==> config.mk <==
export PLATFORM = sky130hd
export DESIGN_NAME = neo_pixel_receiver
export DESIGN_NICKNAME = d
export VERILOG_FILES = /design/src/rtl/neo_pkg.sv /design/src/rtl/neo_sync.sv /design/src/rtl/neo_pixel_receiver.sv
export SDC_FILE = /design/constraint.sdc
export NUM_CORES = 1
export LEC_CHECK = 0
export ABC_AREA = 1
export CAP_MARGIN = 5
export CORE_ASPECT_RATIO = 1.2
export CORE_MARGIN = 2
export CORE_UTILIZATION = 40
export DETAILED_ROUTE_END_ITERATION = 12
export DONT_BUFFER_PORTS = 1
export GPL_TIMING_DRIVEN = 0
export PLACE_DENSITY = 0.56
export REMOVE_ABC_BUFFERS = 1
export SYNTH_ARGS = -nofsm -noshare
export SYNTH_HDL_FRONTEND = slang
export SYNTH_SLANG_ARGS = --single-unit
==> constraint.sdc <==
create_clock -name clock -period 3.8 [get_ports clock]
set_input_delay 0.95 -clock clock [delete_from_list [all_inputs] [get_ports clock]]
set_output_delay 0.95 -clock clock [all_outputs]
set_load 0.02 [all_outputs]
==> src/rtl/neo_pkg.sv <==
// Shared NeoPixel link definitions: receiver FSM states and 50 MHz strand timing,
// used by the strand controller, this receiver and its bench.
package neo_pkg;

   typedef enum logic [1:0] {
      WAIT_GAP = 2'd0,
      LOW      = 2'd1,
      HIGH     = 2'd2
   } neo_rx_state_t;

   localparam int T0H     = 18;
   localparam int T1H     = 35;
   localparam int T_BIT   = 63;
   localparam int T_LATCH = 2500;

endpackage

==> src/rtl/neo_sync.sv <==
// Two-flop synchronizer for the raw serial line plus rise/fall detect on the synced level.
// Latency 2 clocks to s; rise/fall are combinational from s vs its delayed copy.
module neo_sync (
   input  logic clock,
   input  logic reset,
   input  logic din,
   output logic s,
   output logic rise,
   output logic fall
);

   logic meta;
   logic s_d;

   always_ff @(posedge clock or posedge reset) begin
      if (reset) begin
         meta <= 1'b0;
         s    <= 1'b0;
         s_d  <= 1'b0;
      end else begin
         meta <= din;
         s    <= meta;
         s_d  <= s;
      end
   end

   assign rise = s & ~s_d;
   assign fall = ~s & s_d;

endmodule

==> src/rtl/neo_pixel_receiver.sv <==
// Decodes a WS2812 one-wire stream into GRB pixels by timing each high pulse.
// pixel_valid lands 3 clocks after the raw fall of bit 24; no backpressure, pulses are fire-and-forget.
module neo_pixel_receiver
   import neo_pkg::*;
#(
   parameter int THRESH_CYCLES = 26,
   parameter int MIN_HIGH      = 8,
   parameter int MAX_HIGH      = 60,
   parameter int LATCH_CYCLES  = 2500,
   parameter int NUM_PIXELS    = 5
) (
   input  logic        clock,
   input  logic        reset,
   input  logic        neo_data,
   output logic [23:0] color_grb,
   output logic [2:0]  pixel_index,
   output logic        pixel_valid,
   output logic        frame_done,
   output logic        bit_error,
   output logic        overflow
);

   localparam int CW = $clog2(LATCH_CYCLES + 1);
   localparam logic [CW-1:0] LATCH_END = CW'(LATCH_CYCLES - 1);
   localparam logic [CW-1:0] HI_MAX    = CW'(MAX_HIGH);
   localparam logic [CW-1:0] HI_MIN    = CW'(MIN_HIGH);
   localparam logic [CW-1:0] HI_THR    = CW'(THRESH_CYCLES);
   localparam logic [2:0]    PIX_MAX   = 3'(NUM_PIXELS);

   logic s, rise, fall;

   neo_sync u_sync (
      .clock (clock),
      .reset (reset),
      .din   (neo_data),
      .s     (s),
      .rise  (rise),
      .fall  (fall)
   );

   neo_rx_state_t state, state_nxt;
   logic [CW-1:0] low_cnt, high_cnt;
   logic [4:0]    bit_cnt;
   logic [23:0]   shift_reg;
   logic [2:0]    pix_cnt;

   logic ev_bit, ev_err, ev_latch, bit_val;
   logic word_done, valid_nxt, ovf_nxt, frame_nxt, err_nxt;

   always_ff @(posedge clock or posedge reset) begin
      if (reset) state <= WAIT_GAP;
      else       state <= state_nxt;
   end

   always_comb begin
      state_nxt = state;
      ev_bit    = 1'b0;
      ev_err    = 1'b0;
      ev_latch  = 1'b0;
      bit_val   = (high_cnt >= HI_THR);
      case (state)
         WAIT_GAP: if (!s && low_cnt == LATCH_END) state_nxt = LOW;
         LOW: begin
            if (rise)                       state_nxt = HIGH;
            else if (low_cnt == LATCH_END)  ev_latch  = 1'b1;
         end
         HIGH: begin
            // Width reaching MAX_HIGH is stuck-high even if the fall arrives that same cycle.
            if (high_cnt == HI_MAX || (fall && high_cnt < HI_MIN)) begin
               ev_err    = 1'b1;
               state_nxt = WAIT_GAP;
            end else if (fall) begin
               ev_bit    = 1'b1;
               state_nxt = LOW;
            end
         end
         default: state_nxt = WAIT_GAP;
      endcase
   end

   always_comb begin
      word_done = ev_bit && (bit_cnt == 5'd23);
      valid_nxt = word_done && (pix_cnt < PIX_MAX);
      ovf_nxt   = word_done && !(pix_cnt < PIX_MAX);
      frame_nxt = ev_latch && (bit_cnt != 5'd0 || pix_cnt != 3'd0);
      err_nxt   = ev_err || (ev_latch && bit_cnt != 5'd0);
   end

   always_ff @(posedge clock or posedge reset) begin
      if (reset) begin
         low_cnt     <= '0;
         high_cnt    <= '0;
         bit_cnt     <= '0;
         shift_reg   <= '0;
         pix_cnt     <= '0;
         color_grb   <= '0;
         pixel_index <= '0;
         pixel_valid <= 1'b0;
         frame_done  <= 1'b0;
         bit_error   <= 1'b0;
         overflow    <= 1'b0;
      end else begin
         pixel_valid <= valid_nxt;
         frame_done  <= frame_nxt;
         bit_error   <= err_nxt;
         overflow    <= ovf_nxt;
         case (state)
            WAIT_GAP: begin
               // Hold the frame state empty so decoding restarts cleanly at pixel 0.
               low_cnt   <= (s || low_cnt == LATCH_END) ? '0 : low_cnt + 1'b1;
               bit_cnt   <= '0;
               shift_reg <= '0;
               pix_cnt   <= '0;
            end
            LOW: begin
               if (rise) begin
                  high_cnt <= CW'(1);
                  low_cnt  <= '0;
               end else if (ev_latch) begin
                  low_cnt   <= '0;
                  bit_cnt   <= '0;
                  shift_reg <= '0;
                  pix_cnt   <= '0;
               end else begin
                  low_cnt <= low_cnt + 1'b1;
               end
            end
            HIGH: begin
               if (ev_err) begin
                  low_cnt <= '0;
               end else if (ev_bit) begin
                  shift_reg <= {shift_reg[22:0], bit_val};
                  bit_cnt   <= word_done ? 5'd0 : bit_cnt + 5'd1;
                  low_cnt   <= '0;
               end else if (high_cnt != HI_MAX) begin
                  high_cnt <= high_cnt + 1'b1;
               end
            end
            default: low_cnt <= '0;
         endcase
         if (valid_nxt) begin
            color_grb   <= {shift_reg[22:0], bit_val};
            pixel_index <= pix_cnt;
            pix_cnt     <= pix_cnt + 3'd1;
         end
      end
   end

endmodule

==> results.yml, run 1 <==
run_status:
  status: "finished, final reports clean"
pwr:
  finalPower_mw: 1.900
  leakagePower_nw: 2.502
  worst_ir_drop_vdd_uv: 199.4
  p_per_area_nw_per_um2: 396.8
clock_network:
  ctsRootBufferMaster: "clkbuf_16"
  clk_latency_ns: 0.34
  htreeDepth: 3
  clockBufferDepth: 2
  postCtsSetupBuffers: 0
  hold_buffers: 0
  clock-sinks: 91
  cts_tree: "done"
  post_cts_resized: 0
  cts_made_buffers: 9
  clkSlewWorstSetupHoldPaths_ns: 0.06
routing:
  drc: 0
  drtAntennaViolNets: 0
  drt_iter0_drc: 138
  wl_um: 8084
  wl_per_cell_um: 12.29
  vias: 3229
  drt_pass1_iterations: 4
  avgViaCountPerCell: 4.907
floorplan:
  core_area_um2: 10930
  rows: 42
  num_io_pins: 34
  dieArea_um2: 11930
  start_util_pct: 40.51
  die_x_um: 100.0
  die_h_um: 119.3
flow_run:
  drv_cap: 0
synthesis:
  synthArstFlopShare_pct: 100.0
  synth-seq-cells: 91
  yosysMostFrequentCell: "nand2_1"
  syn_avg_cell_area_um2: 8.499
  yosys.area.top_type_share_pct: 51.43
  synth-main-ff-cell: "dfrtp_1"
  synth_seq_area_share_pct: 51.43
  ys_top_cells_by_area: "dfrtp_1 (51%), nand2_1 (15%), nand2_2 (6.1%)"
  synth.largest_area_cell: "dfrtp_1"
  yosys_warnings: 0
  synth_edf_count: 0
  syn_area_um2: 4428
  synth_common_cells: "nand2_1 (180), dfrtp_1 (91), inv_1 (44), nand2_2 (43), nor2_1 (39)"
  post_synth_num_cell_types: 32
  syn-instance-count: 521
global_routing:
  grt_pass1_vias: 3275
  grt_util_all_layers_pct: 15.19
  antenna_found_initial: 0
  overflow: 0
  grt_max_degree: 49
  grt_pass1_wl_um: 14680
critical_path:
  cp.arrival_ns: 2.49
  path_max_fanout: 34
  crit_required_ns: 4.08
  startpoint_type: "flop"
  critPathKind: "reg -> reg"
  worst_setup_path_end_kind: "flop"
timing:
  clock.fmax_mhz: 453.5
  finalHoldViolations: 0
  hold_ws_ns: 0.3454
  setup_viol: 0
  skew_ns: 0.009653
  period_share_pct: 58.03
  worst_pin_slew_ns: 0.5622
  slew-limit-headroom_pct: 62.52
  period_needed_ns: 2.205
  drv_slew: 0
  rsz0062_at_grt: "false"
finish:
  stdcell_area_um2: 4787
  areaGrowthSynthToFinish_pct: 8.110
  final_nets: 532
  drive_above_1_share_pct: 14.26
  diodes: 0
  largest_reg_flops: 24
placement:
  hpwl_um: 5382
  place_area_um2: 4492
  portBuffers: 0
  place_congestion: 0.8269
min_path:
  min_path_type: "reg -> reg"
==> stage by stage <==
step / TNS (ns) / utilization [%] / setup slack, ns / cells
floorplan: 0 / - / 0.4864 / 509
global placement: -51.50 / 40.82 / -0.5702 / 641
detailed placement: 0 / 41.09 / 1.528 / 642
CTS: 0 / 43.80 / 1.496 / 658
global route: 0 / 43.80 / 1.263 / 658
finish: 0 / 43.80 / 1.595 / 658
==> power breakdown <==
| group | leakage (nW) | total [mW] | switching, mW | internal [mW] |
|---|---|---|---|---|
| logic | 1.10 | 0.0382 | 0.0293 | 0.00888 |
| registers | 1.26 | 0.976 | 0.00365 | 0.973 |
| clock network | 0.136 | 0.885 | 0.371 | 0.514 |
| total | 2.50 | 1.90 | 0.404 | 1.50 |
==> cell type report <==
class | count | area [µm²]
fill | 1103 | 6143
sequential | 91 | 2277
multi-input combinational | 370 | 1834
clock buffer | 11 | 232.7
inverter | 48 | 187.7
tap | 132 | 165.2
clock inverter | 5 | 62.56
timing repair buffer | 1 | 27.53
==> worst max-delay path, cell delays in order (launching register included) <==
cell	delay (ns)
dfrtp_1	0.42
inv_1	0.08
ha_1	0.19
inv_1	0.07
nor2_2	0.05
nand3_4	0.12
nand2_4	0.08
nor2_4	0.10
nand4_4	0.42
inv_6	0.43
nand2_1	0.10
nand2_1	0.07
==> routing by layer <==
metal	routed length [µm]	GRT usage, %
met4	157	6.421
met1	3808	18.61
met2	3916	25.93
met5	0	0
met3	203	2.993
==> path summary, 6_finish.rpt <==
check	slack, ns	start	to	cells after the start
min in group asynchronous	0.53	reset	color_grb[22]	1
max in group asynchronous	2.63	reset	low_cnt[3]	2
worst min register to register	0.35	u_sync.meta	u_sync.s	0
worst max-delay path	1.59	high_cnt[1]	color_grb[15]	11
worst min-delay path	0.35	u_sync.meta	u_sync.s	0
worst max register to register	1.59	high_cnt[1]	color_grb[15]	11
==> kinds of logic after synthesis <==
family,after synthesis,synth area share (%)
compound gates,35,4.210
xor+xnor,6,1.187
fa+ha+maj,8,2.261
buf+inv,60,7.149
flops,91,51.43
simple gates,321,33.77
==> layout by cell type, fill, tap and decap left out, types with 2 or more instances in the layout <==
cell	Yosys	layout
a21oi_1	11	11
a31oi_1	3	3
clkbuf_1	0	2
clkbuf_16	0	9
clkinvlp_4	0	2
dfrtp_1	91	91
ha_1	8	8
inv_1	44	43
inv_2	3	3
inv_6	1	2
nand2_1	180	180
nand2_2	43	43
nand2_4	3	3
nand3_1	33	33
nand3b_1	3	3
nand4_4	2	2
nor2_1	39	39
nor2_2	2	2
nor2_4	3	3
nor3_1	8	8
o21ai_0	13	13
o21ai_1	5	5
xor2_1	6	6
Note: power is estimated with default switching activity, not from simulation.
==> run 2: changes to the inputs <==
- PLACE_DENSITY: 0.56 -> 0.58
- clock period: 3.8 -> 2 ns (I/O delays scaled with it)
==> run 2 against run 1 <==
Core utilization grew 1.1 points. Critical path type unchanged. Count of clock-buffer cells in the layout rose by 1. Combinational power grew 90%. Hold slack lost 0.24 ns. Die area did not move.
==> results.yml, run 2 (synthesized netlist as in run 1, its figures left out) <==
timing:
  drv_slew: 0
  finalHoldViolations: 0
  setup_viol: 0
  period_needed_ns: 1.819
  skew_ns: 0.008932
  worst_pin_slew_ns: 0.6462
  setup_slack_ns: 0.1811
  slew-limit-headroom_pct: 56.92
  period_share_pct: 90.94
  rsz0062_at_grt: "false"
  clock.fmax_mhz: 549.8
critical_path:
  startpoint_type: "flop"
  timing.rr.start: "high_cnt[0]"
  cp.arrival_ns: 2.06
  path_max_fanout: 7
  critPathKind: "reg -> reg"
  rr_worst_depth: 11
  timing.rr.end: "color_grb[3]"
  crit_required_ns: 2.25
  worst_setup_path_end_kind: "flop"
  worst-r2r-setup-slack_ns: 0.18
floorplan:
  rows: 42
  core_area_um2: 10930
  start_util_pct: 40.51
  num_io_pins: 34
  die_h_um: 119.3
  dieArea_um2: 11930
  die_x_um: 100.0
run_status:
  status: "finished, final reports clean"
clock_network:
  cts_tree: "done"
  htreeDepth: 3
  clk_latency_ns: 0.35
  cts_made_buffers: 9
  hold_buffers: 0
  clock-sinks: 91
  ctsRootBufferMaster: "clkbuf_16"
  clkSlewWorstSetupHoldPaths_ns: 0.07
  clockBufferDepth: 2
pwr:
  finalPower_mw: 3.617
  worst_ir_drop_vdd_uv: 330.9
  leakagePower_nw: 2.570
  p_per_area_nw_per_um2: 737.6
finish:
  stdcell_area_um2: 4903
  final_util_pct: 44.86
  final_common_cell: "nand2_1"
  final_cell_mix: "nand2_1 (179), dfrtp_1 (91), nand2_2 (44), inv_1 (43), nor2_1 (39)"
  largest_reg_flops: 24
  final_nets: 541
  diodes: 0
  areaGrowthSynthToFinish_pct: 10.74
  drive_above_1_share_pct: 16.26
placement:
  hpwl_um: 5485
  place_area_um2: 4484
  dp_slack_ns: -0.2415
  portBuffers: 0
  place_congestion: 0.8046
global_routing:
  grt_pass1_vias: 3184
  grt_pass1_wl_um: 14990
  grt_util_all_layers_pct: 15.69
  grt_max_degree: 52
  antenna_found_initial: 0
  overflow: 0
routing:
  wl_per_cell_um: 13.08
  drc: 0
  vias: 3261
  drt_iter0_drc: 182
  avgViaCountPerCell: 4.889
  drt_pass1_iterations: 6
  wl_um: 8723
  drtAntennaViolNets: 0
flow_run:
  drv_cap: 0
min_path:
  min_path_type: "in -> async"
[run 2: how the worst max path moves through the flow]
stage,end,start,cells after the start
after floorplan,bit_cnt[0],reset,1
final,color_grb[3],high_cnt[0],11
after CTS,pix_cnt[2],high_cnt[1],11
after global placement,color_grb[14],reset,1
after global routing,pix_cnt[0],state[0],7
after detailed placement,color_grb[3],high_cnt[1],11
[run 2: power by group]
group / total (mW) / switching, mW / internal, mW
registers: 1.85 / 0.00717 / 1.85
clock network: 1.69 / 0.736 / 0.953
logic: 0.0727 / 0.0570 / 0.0156
[run 2: cell type report]
cell class | instances | area, µm²
clock inverters | 4 | 32.53
flip-flops and latches | 91 | 2277
well taps | 132 | 165.2
clock buffers | 12 | 266.5
fillers | 1091 | 6027
repair buffers | 8 | 76.32
multi-input cells | 372 | 1888
inverters | 48 | 197.7
[run 2: metal layers]
layer  track usage (%)  share of wire [%]  up-vias
met3             3.756                3.8       14
met5                 0                  0        -
met2             25.55                 49       53
met1             20.10                 45     1547
li1                  -                  -     1647
met4             6.164                2.1        0
[run 2: repair_timing]
| action | in CTS | in global routing |
|---|---|---|
| gates cloned | 1 | 1 |
| buffers inserted | 4 | 3 |
| resized for setup | 3 | 6 |
| setup endpoints to repair | 25 | 38 |
| pin swaps | 0 | 1 |
[run 2: critical path, cell delays in order, from the launching register on]
cell and delay (ns):
dfrtp_1 0.35, inv_1 0.08, ha_1 0.20, inv_1 0.06, nor2_2 0.05, nand3_4 0.14, nand2_4 0.08, nor2_4 0.16
nand4_4 0.23, buf_4 0.25, nand2_1 0.07, nand2_2 0.05
[run 2: stage by stage]
stage          TNS [ns]  std cells  hold WS, ns
6_report              0        667       0.1025
3_3_place_gp    -175.86        641       0.3319
4_1_cts               0        663       0.1435
5_1_grt               0        667       0.1634
2_1_floorplan    -78.59        509       0.3312
3_5_place_dp     -5.227        642       0.3410
==> run 3: changes to the inputs <==
- CORE_ASPECT_RATIO: 1.2 -> 0.5
- RECOVER_POWER: default -> 100
==> run 3 against run 2 <==
Flip-flop and latch count stayed put. Via count is 2.1% lower. Clock skew is 0.0018 ns lower. Non-clock buffer count is 4 lower. Cell count is 1.2% higher. Routed wire length is 2.3% lower. Sequential power hardly changed. Die area is 0.40% higher. Fmax is 0.61% lower. Register-to-register slack hardly changed. Cell area is 1.8% lower. Largest cell class unchanged.
==> results.yml, run 3 (synthesized netlist as in run 1, its figures left out) <==
floorplan:
  dieArea_um2: 11980
  rows: 27
  start_util_pct: 40.71
  die_h_um: 78.40
  core_area_um2: 10880
  num_io_pins: 34
  die_x_um: 152.8
routing:
  wl_per_cell_um: 12.62
  vias: 3191
  wl_um: 8520
  avgViaCountPerCell: 4.727
  drt_iter0_drc: 280
  drtAntennaViolNets: 0
  drc: 0
  drt_pass1_iterations: 5
clock_network:
  clock-sinks: 91
  clockBufferDepth: 2
  hold_buffers: 0
  cts_made_buffers: 9
  cts_tree: "done"
  htreeDepth: 3
  clkSlewWorstSetupHoldPaths_ns: 0.07
  ctsRootBufferMaster: "clkbuf_16"
  clk_latency_ns: 0.34
pwr:
  worst_ir_drop_vdd_uv: 335.4
  p_per_area_nw_per_um2: 737.6
  finalPower_mw: 3.552
  leakagePower_nw: 2.525
critical_path:
  cp.arrival_ns: 2.05
  timing.rr.start: "high_cnt[1]"
  crit_required_ns: 2.22
  timing.rr.end: "pixel_index[1]"
  critPathKind: "reg -> reg"
  worst-r2r-setup-slack_ns: 0.17
  worst_setup_path_end_kind: "flop"
  critPathCapture: "pixel_index[1]"
  rr_worst_depth: 11
  startpoint_type: "flop"
  path_max_fanout: 9
  startpoint: "high_cnt[1]"
min_path:
  min_path_type: "in -> reg"
timing:
  rsz0062_at_grt: "true"
  drv_slew: 0
  period_needed_ns: 1.830
  finalHoldViolations: 0
  period_share_pct: 91.50
  clock.fmax_mhz: 546.4
  setup_slack_ns: 0.1700
  fin_tns_setup_ns: 0
  worst_pin_slew_ns: 1.450
  skew_ns: 0.007109
  slew-limit-headroom_pct: 3.217
  setup_viol: 0
placement:
  dp_slack_ns: -0.2729
  place_area_um2: 4508
  hpwl_um: 5475
  portBuffers: 0
  place_congestion: 0.7870
finish:
  final_cell_mix: "nand2_1 (180), dfrtp_1 (91), inv_1 (44), nand2_2 (43), nor2_1 (39)"
  drive_above_1_share_pct: 14.91
  largest_reg_flops: 24
  final_util_pct: 44.27
  areaGrowthSynthToFinish_pct: 8.760
  diodes: 0
  stdcell_area_um2: 4816
  final_nets: 536
  final_common_cell: "nand2_1"
global_routing:
  grt_max_degree: 54
  overflow: 0
  antenna_found_initial: 0
  grt_pass1_wl_um: 15150
  grt_pass1_vias: 3087
  grt_util_all_layers_pct: 15.78
run_status:
  status: "finished, final reports clean"
flow_run:
  drv_cap: 0
## run 3: worst max-delay path, cell delays in order (launching register included)
cell and delay [ns]:
dfrtp_1 0.42, inv_1 0.08, ha_1 0.18, inv_1 0.07, nor2_2 0.05, nand3_4 0.12
nand2_4 0.08, nor2_4 0.15, nand4_4 0.19, buf_2 0.26, nand2_1 0.08, o21ai_1 0.06
## run 3: power by group
part	internal (mW)	switching, mW	total (mW)
sequential	1.85	0.00761	1.85
combinational	0.0130	0.0559	0.0690
clock	0.863	0.766	1.63
## run 3: how the worst min path moves through the flow
stage	endpoint	slack (ns)	cells past startpoint	start
global placement	u_sync.s	0.34	0	u_sync.meta
CTS	low_cnt[9]	0.08	1	reset
floorplan	u_sync.s	0.33	0	u_sync.meta
finish	u_sync.meta	0.18	0	neo_data
global route	u_sync.meta	0.17	0	neo_data
detailed placement	u_sync.s	0.35	0	u_sync.meta
## run 3: area by class of cell
type / instances / area (µm²)
Inverter: 48 / 195.2
Sequential cell: 91 / 2277
Multi-Input combinational cell: 371 / 1856
Clock buffer: 9 / 225.2
Timing Repair Buffer: 4 / 25.02
Tap cell: 145 / 181.4
Fill cell: 1096 / 6062
Clock inverter: 7 / 56.30
## run 3: layer usage
| metal | global-route usage (%) | share of wire [%] | vias up |
|---|---|---|---|
| li1 | - | - | 1633 |
| met2 | 23.50 | 46 | 37 |
| met4 | 5.000 | 0.43 | 0 |
| met3 | 4.859 | 4.1 | 2 |
| met5 | 0 | 0 | - |
| met1 | 22.11 | 50 | 1519 |
## run 3: what timing repair did
item	in CTS	in global routing
gates cloned	1	0
setup endpoints to repair	25	17
resized for setup	3	2
buffers inserted	3	0
## run 3: metrics by stage
stage	hold slack, ns	cells
3_3_place_gp	0.3423	654
2_1_floorplan	0.3312	509
3_5_place_dp	0.3492	655
6_report	0.1843	675
5_1_grt	0.1687	675
4_1_cts	0.07556	675
